<file path="config.mk">
export PLATFORM = sky130hd
export DESIGN_NAME = pdp8_bus_master_flat
export DESIGN_NICKNAME = d
export VERILOG_FILES = /design/src/rtl/pdp8_bus_if.sv /design/src/rtl/pdp8_bus_master.sv /design/src/flat_wrapper.sv
export SDC_FILE = /design/constraint.sdc
export NUM_CORES = 1
export LEC_CHECK = 0
export ABC_CLOCK_PERIOD_IN_PS = 4900
export BUFFER_PORTS_ARGS = -buffer_cell sky130_fd_sc_hd__buf_2
export CAP_MARGIN = 30
export CORE_ASPECT_RATIO = 0.75
export CORE_UTILIZATION = 58
export DETAILED_ROUTE_END_ITERATION = 12
export GPL_TIMING_DRIVEN = 0
export PLACE_DENSITY = 0.89
export REMOVE_ABC_BUFFERS = 1
export SKIP_CTS_REPAIR_TIMING = 1
export SYNTH_ARGS = -nofsm -noshare
export SYNTH_HDL_FRONTEND = slang
export SYNTH_SLANG_ARGS = --single-unit
export TNS_END_PERCENT = 100
</file>
<file path="constraint.sdc">
create_clock -name clk -period 4.9 [get_ports clk]
set_input_delay 0.49 -clock clk [delete_from_list [all_inputs] [get_ports clk]]
set_output_delay 0.49 -clock clk [all_outputs]
set_load 0.01 [all_outputs]
</file>
<file path="src/rtl/pdp8_bus_if.sv">
// Request/response and pin bundle between the PDP-8 sequencer, the nibble
// bus master and the io_out/io_in pins.
interface pdp8_bus_if;
    logic        req_valid;
    logic        req_ready;
    logic        req_we;
    logic        req_io;
    logic [11:0] req_addr;
    logic [4:0]  req_dev;
    logic [11:0] req_wdata;
    logic        resp_valid;
    logic [11:0] resp_rdata;
    logic        resp_skip;
    logic        resp_err;
    logic        irq;
    logic [7:0]  bus_out;
    logic [3:0]  bus_din;

    modport master (
        input  req_valid, req_we, req_io, req_addr, req_dev, req_wdata, bus_din,
        output req_ready, resp_valid, resp_rdata, resp_skip, resp_err, irq, bus_out
    );

    modport slave (
        output req_valid, req_we, req_io, req_addr, req_dev, req_wdata, bus_din,
        input  req_ready, resp_valid, resp_rdata, resp_skip, resp_err, irq, bus_out
    );
endinterface

</file>
<file path="src/rtl/pdp8_bus_master.sv">
// CPU-side initiator for the 8-pin nibble-multiplexed PDP-8 memory/IO bus:
// one 12-bit request becomes address, optional IO select, status poll and data nibbles.
//
// state  | meaning
// -------+-----------------------------------------------------------
// IDLE   | waiting for a request, bus_out = IDLE_OUT
// AHI    | address high six bits, sample interrupt
// ALO    | address low six bits, sample interrupt
// IOSEL  | IO device select (IO transactions only)
// STAT   | status poll: ready / skip, counts not-ready cycles
// RD0-2  | read data nibbles, high to low
// WR0-2  | write data nibbles, low to high; WR2 commits
// DONE   | one-cycle response pulse
module pdp8_bus_master #(
    parameter int unsigned MAX_POLL = 15,
    parameter logic [7:0]  IDLE_OUT = 8'h00
) (
    input  logic       clk,
    input  logic       rst,
    pdp8_bus_if.master bus
);
    typedef enum logic [3:0] {
        S_IDLE, S_AHI, S_ALO, S_IOSEL, S_STAT,
        S_RD0, S_RD1, S_RD2, S_WR0, S_WR1, S_WR2, S_DONE
    } state_t;

    localparam int PW = (MAX_POLL > 0) ? $clog2(MAX_POLL + 1) : 1;
    localparam logic [PW-1:0] POLL_LAST = PW'(MAX_POLL);

    state_t        state, state_nxt;
    logic          we_q, io_q;
    logic [5:0]    addr_lo_q;
    logic [4:0]    dev_q;
    logic [11:0]   wdata_q;
    logic [PW-1:0] poll_cnt;
    logic [7:0]    rd_hi;
    logic [7:0]    bus_out_nxt;
    logic          accept;
    logic          bus_ready;

    assign bus.req_ready = (state == S_IDLE) && !rst;
    assign accept        = bus.req_valid && bus.req_ready;
    assign bus_ready     = bus.bus_din[1];

    always_comb begin
        state_nxt = state;
        case (state)
            S_IDLE:  if (accept) state_nxt = S_AHI;
            S_AHI:   state_nxt = S_ALO;
            S_ALO:   state_nxt = io_q ? S_IOSEL : S_STAT;
            S_IOSEL: state_nxt = S_STAT;
            S_STAT: begin
                if (bus_ready)
                    state_nxt = we_q ? S_WR0 : S_RD0;
                else if (poll_cnt == POLL_LAST)
                    state_nxt = S_DONE;
            end
            S_RD0:   state_nxt = S_RD1;
            S_RD1:   state_nxt = S_RD2;
            S_RD2:   state_nxt = S_DONE;
            S_WR0:   state_nxt = S_WR1;
            S_WR1:   state_nxt = S_WR2;
            S_WR2:   state_nxt = S_DONE;
            S_DONE:  state_nxt = S_IDLE;
            default: state_nxt = S_IDLE;
        endcase

        // bus_out is registered from the next state so it lines up with the state itself
        bus_out_nxt = IDLE_OUT;
        case (state_nxt)
            S_AHI:   bus_out_nxt = {2'b11, bus.req_addr[11:6]};
            S_ALO:   bus_out_nxt = {2'b10, addr_lo_q};
            S_IOSEL: bus_out_nxt = {3'b011, dev_q};
            S_STAT:  bus_out_nxt = 8'h60;
            S_RD0:   bus_out_nxt = 8'h00;
            S_RD1:   bus_out_nxt = 8'h20;
            S_RD2:   bus_out_nxt = 8'h40;
            S_WR0:   bus_out_nxt = {4'b0001, wdata_q[3:0]};
            S_WR1:   bus_out_nxt = {4'b0011, wdata_q[7:4]};
            S_WR2:   bus_out_nxt = {4'b0101, wdata_q[11:8]};
            default: bus_out_nxt = IDLE_OUT;
        endcase
    end

    always_ff @(posedge clk) begin
        if (rst) begin
            state          <= S_IDLE;
            bus.bus_out    <= IDLE_OUT;
            bus.resp_valid <= 1'b0;
            bus.resp_rdata <= 12'h000;
            bus.resp_skip  <= 1'b0;
            bus.resp_err   <= 1'b0;
            bus.irq        <= 1'b0;
            poll_cnt       <= '0;
            we_q           <= 1'b0;
            io_q           <= 1'b0;
            addr_lo_q      <= 6'h00;
            dev_q          <= 5'h00;
            wdata_q        <= 12'h000;
            rd_hi          <= 8'h00;
        end else begin
            state          <= state_nxt;
            bus.bus_out    <= bus_out_nxt;
            bus.resp_valid <= (state_nxt == S_DONE);

            if (accept) begin
                we_q      <= bus.req_we;
                io_q      <= bus.req_io;
                addr_lo_q <= bus.req_addr[5:0];
                dev_q     <= bus.req_dev;
                wdata_q   <= bus.req_wdata;
                poll_cnt  <= '0;
            end

            case (state)
                S_AHI, S_ALO: bus.irq <= bus.bus_din[0];
                S_STAT: begin
                    bus.resp_skip <= bus.bus_din[0];
                    if (!bus_ready && poll_cnt != POLL_LAST)
                        poll_cnt <= poll_cnt + PW'(1);
                end
                S_RD0: rd_hi[7:4] <= bus.bus_din;
                S_RD1: rd_hi[3:0] <= bus.bus_din;
                S_RD2: bus.resp_rdata <= {rd_hi, bus.bus_din};
                default: ;
            endcase

            // reaching DONE straight from STAT can only mean the poll gave up
            if (state_nxt == S_DONE)
                bus.resp_err <= (state == S_STAT);
        end
    end
endmodule
</file>
<file path="src/flat_wrapper.sv">
// flat-port wrapper written by rule: the top's interface ports become plain ports
module pdp8_bus_master_flat 
#(
    parameter int unsigned MAX_POLL = 15,
    parameter logic [7:0]  IDLE_OUT = 8'h00
)
  (clk, rst, bus_req_valid, bus_req_we, bus_req_io, bus_req_addr, bus_req_dev, bus_req_wdata, bus_bus_din, bus_req_ready, bus_resp_valid, bus_resp_rdata, bus_resp_skip, bus_resp_err, bus_irq, bus_bus_out);
  pdp8_bus_if bus_i ();
  input  logic clk;
  input  logic rst;
  input wire logic [$bits(bus_i.req_valid)-1:0] bus_req_valid;
  input wire logic [$bits(bus_i.req_we)-1:0] bus_req_we;
  input wire logic [$bits(bus_i.req_io)-1:0] bus_req_io;
  input wire logic [$bits(bus_i.req_addr)-1:0] bus_req_addr;
  input wire logic [$bits(bus_i.req_dev)-1:0] bus_req_dev;
  input wire logic [$bits(bus_i.req_wdata)-1:0] bus_req_wdata;
  input wire logic [$bits(bus_i.bus_din)-1:0] bus_bus_din;
  output wire logic [$bits(bus_i.req_ready)-1:0] bus_req_ready;
  output wire logic [$bits(bus_i.resp_valid)-1:0] bus_resp_valid;
  output wire logic [$bits(bus_i.resp_rdata)-1:0] bus_resp_rdata;
  output wire logic [$bits(bus_i.resp_skip)-1:0] bus_resp_skip;
  output wire logic [$bits(bus_i.resp_err)-1:0] bus_resp_err;
  output wire logic [$bits(bus_i.irq)-1:0] bus_irq;
  output wire logic [$bits(bus_i.bus_out)-1:0] bus_bus_out;
  assign bus_i.req_valid = bus_req_valid;
  assign bus_i.req_we = bus_req_we;
  assign bus_i.req_io = bus_req_io;
  assign bus_i.req_addr = bus_req_addr;
  assign bus_i.req_dev = bus_req_dev;
  assign bus_i.req_wdata = bus_req_wdata;
  assign bus_i.bus_din = bus_bus_din;
  assign bus_req_ready = bus_i.req_ready;
  assign bus_resp_valid = bus_i.resp_valid;
  assign bus_resp_rdata = bus_i.resp_rdata;
  assign bus_resp_skip = bus_i.resp_skip;
  assign bus_resp_err = bus_i.resp_err;
  assign bus_irq = bus_i.irq;
  assign bus_bus_out = bus_i.bus_out;
  pdp8_bus_master #(.MAX_POLL(MAX_POLL), .IDLE_OUT(IDLE_OUT)) u_core (.clk(clk), .rst(rst), .bus(bus_i));
endmodule
</file>
# Yosys cells after proc, flatten, opt, wreduce, memory -nomap -nowiden
# Cells that the tools add are included.
# totals
ff_bits	65
out_inout_bits	25
# classes
n_addsub	1
eq_ne	22
n_mux	10
n_reduce_logical	8
# op_table
op	count
8-bit case mux with 9 select lines	1
4-bit case mux with 10 select lines	1
4-bit equality test (second input constant)	8
4-bit by 3-bit equality test with 1-bit output (second input constant)	7
4-bit 2-to-1 mux	7
4-bit by 2-bit equality test with 1-bit output (second input constant)	4
4-bit by 1-bit equality test with 1-bit output (second input constant)	2
4-bit by 1-bit adder with 4-bit output (second input constant)	1
4-bit zero test	1
4-bit inequality test (second input constant)	1
2-bit OR reduction	2
1-bit logical AND	3
3-bit 2-to-1 mux	1
1-bit zero test	2

# Depth between registers and ports, before layout
# depth
depth_word	7
mapped_depth	8

# Worst setup path before layout
# Ideal clock, no wire load.
# synth_timing
kind	flip-flop to flip-flop
start	register u_core.poll_cnt[0]
end	register u_core.bus.bus_out[6]
setup_ps	75
t_arrival_ps	1782
required_ps	4825
slack_ps	3043
path_stages_with_launch	8
cell_sequence	dfxtp_1 > ha_1 > and3_1 > nand3b_1 > a221o_1 > buf_6 > or3_1 > a31oi_1
# synth_via
elab_chain_cells	6
elab_cells_between_ends	14
classes_between	eq/ne (10); mux (4)
# synth_lines
element	line	rtl
start, declared	pdp8_bus_master.sv:35	logic [PW-1:0] poll_cnt;
start signal, assigned	pdp8_bus_master.sv:120	poll_cnt <= poll_cnt + PW'(1);
4-bit equality test (*)	pdp8_bus_master.sv:55	else if (poll_cnt == POLL_LAST)
4-bit 2-to-1 mux (*)	pdp8_bus_master.sv:55	
4-bit 2-to-1 mux (*)	pdp8_bus_master.sv:53	if (bus_ready)
4-bit case mux with 10 select lines (*)	pdp8_bus_master.sv:47	case (state)
4-bit equality test, or another cell as far along	pdp8_bus_master.sv:70	case (state_nxt)
8-bit case mux with 9 select lines (*)	pdp8_bus_master.sv:70	
end signal, assigned	pdp8_bus_master.sv:103	bus.bus_out <= bus_out_nxt;
end, declared	pdp8_bus_if.sv:21	output req_ready, resp_valid, resp_rdata, resp_skip, resp_err, irq, bus_out
# Every way passes the cells marked *; elsewhere a longest branch is shown, timed or not.
# A chain may end at the register's enable or synchronous reset.

# Worst setup path in the final report
# layout_timing
start	register u_core.state[1]
end	register u_core.bus.bus_out[0]
# layout_via
elab_chain_cells	7
elab_cells_between_ends	28
classes_between	eq/ne (19); mux (5); reduce/logical (4)
# layout_lines
element	line	rtl
start, declared	pdp8_bus_master.sv:30	state_t state, state_nxt;
start signal, assigned	pdp8_bus_master.sv:102	state <= state_nxt;
4-bit zero test	pdp8_bus_master.sv:41, pdp8_bus_master.sv:47	
1-bit logical AND	pdp8_bus_master.sv:41	assign bus.req_ready = (state == S_IDLE) && !rst;
1-bit logical AND	pdp8_bus_master.sv:42	assign accept = bus.req_valid && bus.req_ready;
4-bit 2-to-1 mux	pdp8_bus_master.sv:48	S_IDLE: if (accept) state_nxt = S_AHI;
4-bit case mux with 10 select lines (*)	pdp8_bus_master.sv:47	
4-bit equality test, or another cell as far along	pdp8_bus_master.sv:70	
8-bit case mux with 9 select lines (*)	pdp8_bus_master.sv:70	
# Marks and branches as above.

==> metrics.txt <==
pin count of the biggest net entering global routing 41; TritonCTS buffer count 9; maximum root-to-sink buffer count 2; mux share of post-synthesis cell area 5.83%; Critical path buffers and inverters 0; Routed WL 6070 µm; DR vias/cell 5.56; Crit. Startpoint u_core.state[1]$_SDFF_PP0_; Synth Area in XOR/XNOR 0.614%; pwr/cell area 311 nW/µm²; initial DRC count 311; die area 5210 µm²; RR Startpoint u_core.state[1]$_SDFF_PP0_; share of cells above drive strength 1 23.3%; CP top delay family simple AND/OR/NAND/NOR gates; vias in the first global route 2,196; final net count 429; Post-Synth Simple-Gate Area 24.7%; crit path DAT 2640 ps; Hold Fails Final Rpt 0; peak fanout along the critical path 17; area delta synth->final 16.0%; post-DP HPWL 4150 µm; Die Ht 62.8 µm; Yosys reg bits 65; Filler Cell Count 367; relative slew slack 38.3%; initial antenna violation count 0; Max Slew Vio Count 0; outcome complete, no violations; GRT Total Usage 24.5%; most frequent cells in the layout nand2_1 (87), dfxtp_1 (65), buf_2 (62); first-pass GRT wire length 10,100 µm; TNS Setup 0 ps; Required @ worst endpoint 5160 ps; R2R Setup Slk 2520 ps; capturing point of the worst reg2reg path u_core.bus.bus_out[0]$_SDFF_PP0_; cell count along the critical path 5; unrepaired setup endpoints after global routing no; CTS H-tree depth 3; final setup fails 0; Final Critical Period 2380 ps; CP Capture Type flop; biggest cell delay along the critical path 750 ps; critical path capture point u_core.bus.bus_out[0]$_SDFF_PP0_; EDFF count, synth 0; routed vias 2,513; Util after Layout 72.0%; most common cell after layout, fill and taps aside nand2_1; Setup Skew 6.02 ps; Hold WC Path Type in2reg; critical path type reg2reg; Reg clk slew, reported paths 70 ps; CTS tree built; peak supply drop 0.271 mV; CTS Root Buffer Type clkbuf_8; ys flop type dfxtp_1; warnings from Yosys 0; P_leak 0.00132 µW; Reg2Reg Depth 5; wire per inst 13.4 µm; Core ar. 4600 µm²; clock latency on the worst-skew pair 340 ps; clock sink count 65; syn_area_per_cell 8.37 µm²; register area share after synthesis 45.6%; Std-Cell Rows 21; Compound-Gate Fraction of Synth Area 16.4%; largest family of logic cells by synthesized area simple AND/OR/NAND/NOR gates; period utilisation layout 48.5%; first-pass iteration count of the detailed router 6; overflow left after global routing 0; Post-Synthesis Cells 341; adder-cell share of the synthesized area 0.438%; port buffer count 62; CP startpoint kind flop; measured slew at the worst slew-check pin 923 ps; gpl congestion 0.866; synthesized cell area 2850 µm²; Inserted Diodes 0; CP max stage cell nor2_1; # DRC 0; critical path, cell by cell nand2_1 -> nor2_1 -> a211o_2 -> nand4_1 -> a21oi_1; die width 83 µm; max cap viols 0; Post-synth ARST share 0%; fmax 421 MHz; I/O pins 63; Cell variety after synth 55; starting density of the core 62.1%; final antenna-violating net count 0
-- report_power, final --
part           internal [µW]  switching, µW  total (µW)
clock                    208            195         402
sequential               542           8.17         550
combinational           33.2           43.8        77.0
-- registers in the layout (all words and copies together), names as in the netlist --
register,cells
u_core.bus.resp_rdata,12
u_core.wdata_q,12
u_core.bus.bus_out,8
u_core.rd_hi,8
u_core.addr_lo_q,6
u_core.dev_q,5
u_core.poll_cnt,4
u_core.state,4
u_core.bus.irq,1
u_core.bus.resp_err,1
u_core.bus.resp_skip,1
u_core.bus.resp_valid,1
u_core.io_q,1
u_core.we_q,1
-- synthesized netlist by cell type, drive strengths merged, types with 2 or more instances --
library cell   n  area share (%)
a211oi         2            0.70
a21oi         47             8.2
a221o          2            0.70
a221oi         2            0.83
a222oi         3             1.1
a31oi          3            0.66
and2           3            0.66
and3           5             1.1
buf            8             2.7
clkbuf        18             2.9
dfxtp         65              46
inv            4            0.53
mux2           2            0.92
mux2i         14             4.9
nand2         87              11
nand2b         3            0.66
nand3          4            0.70
nand3b         2            0.53
nand4          4            0.88
nor2          22             2.9
nor2b          6             1.3
nor3           4             1.1
nor3b          3            0.96
o211ai         3            0.79
o21ai          7             1.2
or3            2            0.44
xnor2          2            0.61
-- stage by stage --
step	worst slack, ps	instance area (µm²)	hold slack (ps)	std cells	power (µW)
final	2520	3310	378	452	1030
after global routing	2320	3310	379	452	1070
after CTS	2550	3310	369	452	1040
after detailed placement	2570	3130	444	436	638
after global placement	1990	3070	440	433	629
after floorplan	2920	2690	425	314	594
-- worst min-delay path by stage --
stage / from / slack, ps / end / depth (start not counted)
after floorplan: u_core.rd_hi[6]$_SDFFE_PP0P_ / 430 / u_core.bus.resp_rdata[10]$_SDFFE_PP0N_ / 2
after global placement: u_core.bus.resp_rdata[1]$_SDFFE_PP0N_ / 440 / u_core.bus.resp_rdata[1]$_SDFFE_PP0N_ / 2
after detailed placement: u_core.bus.resp_rdata[2]$_SDFFE_PP0N_ / 440 / u_core.bus.resp_rdata[2]$_SDFFE_PP0N_ / 2
after CTS: bus_req_addr[1] / 370 / u_core.addr_lo_q[1]$_SDFFE_PP0P_ / 3
after global routing: bus_req_wdata[9] / 380 / u_core.wdata_q[9]$_SDFFE_PP0P_ / 3
final: bus_req_wdata[7] / 380 / u_core.wdata_q[7]$_SDFFE_PP0P_ / 3
-- worst register-to-register path, stage by stage (launching register included) --
cell	delay, ps
dfxtp_1	700
nand2_1	190
nor2_1	750
a211o_2	340
nand4_1	130
a21oi_1	190
-- cells by family after synthesis --
group	Yosys count
xor+xnor	2
simple gates	150
compound gates	76
buf+inv	31
flops	65
fa+ha+maj	1
mux	16
-- per-layer routing --
layer	part of all wire (%)	routed length, µm	GRT usage, %	vias up
li1	-	-	-	1260
met1	46	2800	33.1	1144
met2	46	2770	36.5	102
met3	7.4	448	8.98	7
met4	0.94	57	7.76	0
met5	0	0	0	-
-- cell type report --
| class | instances | area, µm² | area share (%) |
|---|---|---|---|
| clock buffer | 11 | 151 | 4.57 |
| clock inverter | 5 | 30.0 | 0.907 |
| inverter | 4 | 15.0 | 0.454 |
| multi-input combinational | 245 | 1370 | 41.3 |
| sequential | 65 | 1300 | 39.3 |
| tap | 57 | 71.3 | 2.15 |
| timing repair buffer | 65 | 373 | 11.3 |
Note: power is estimated with default switching activity, not from simulation.
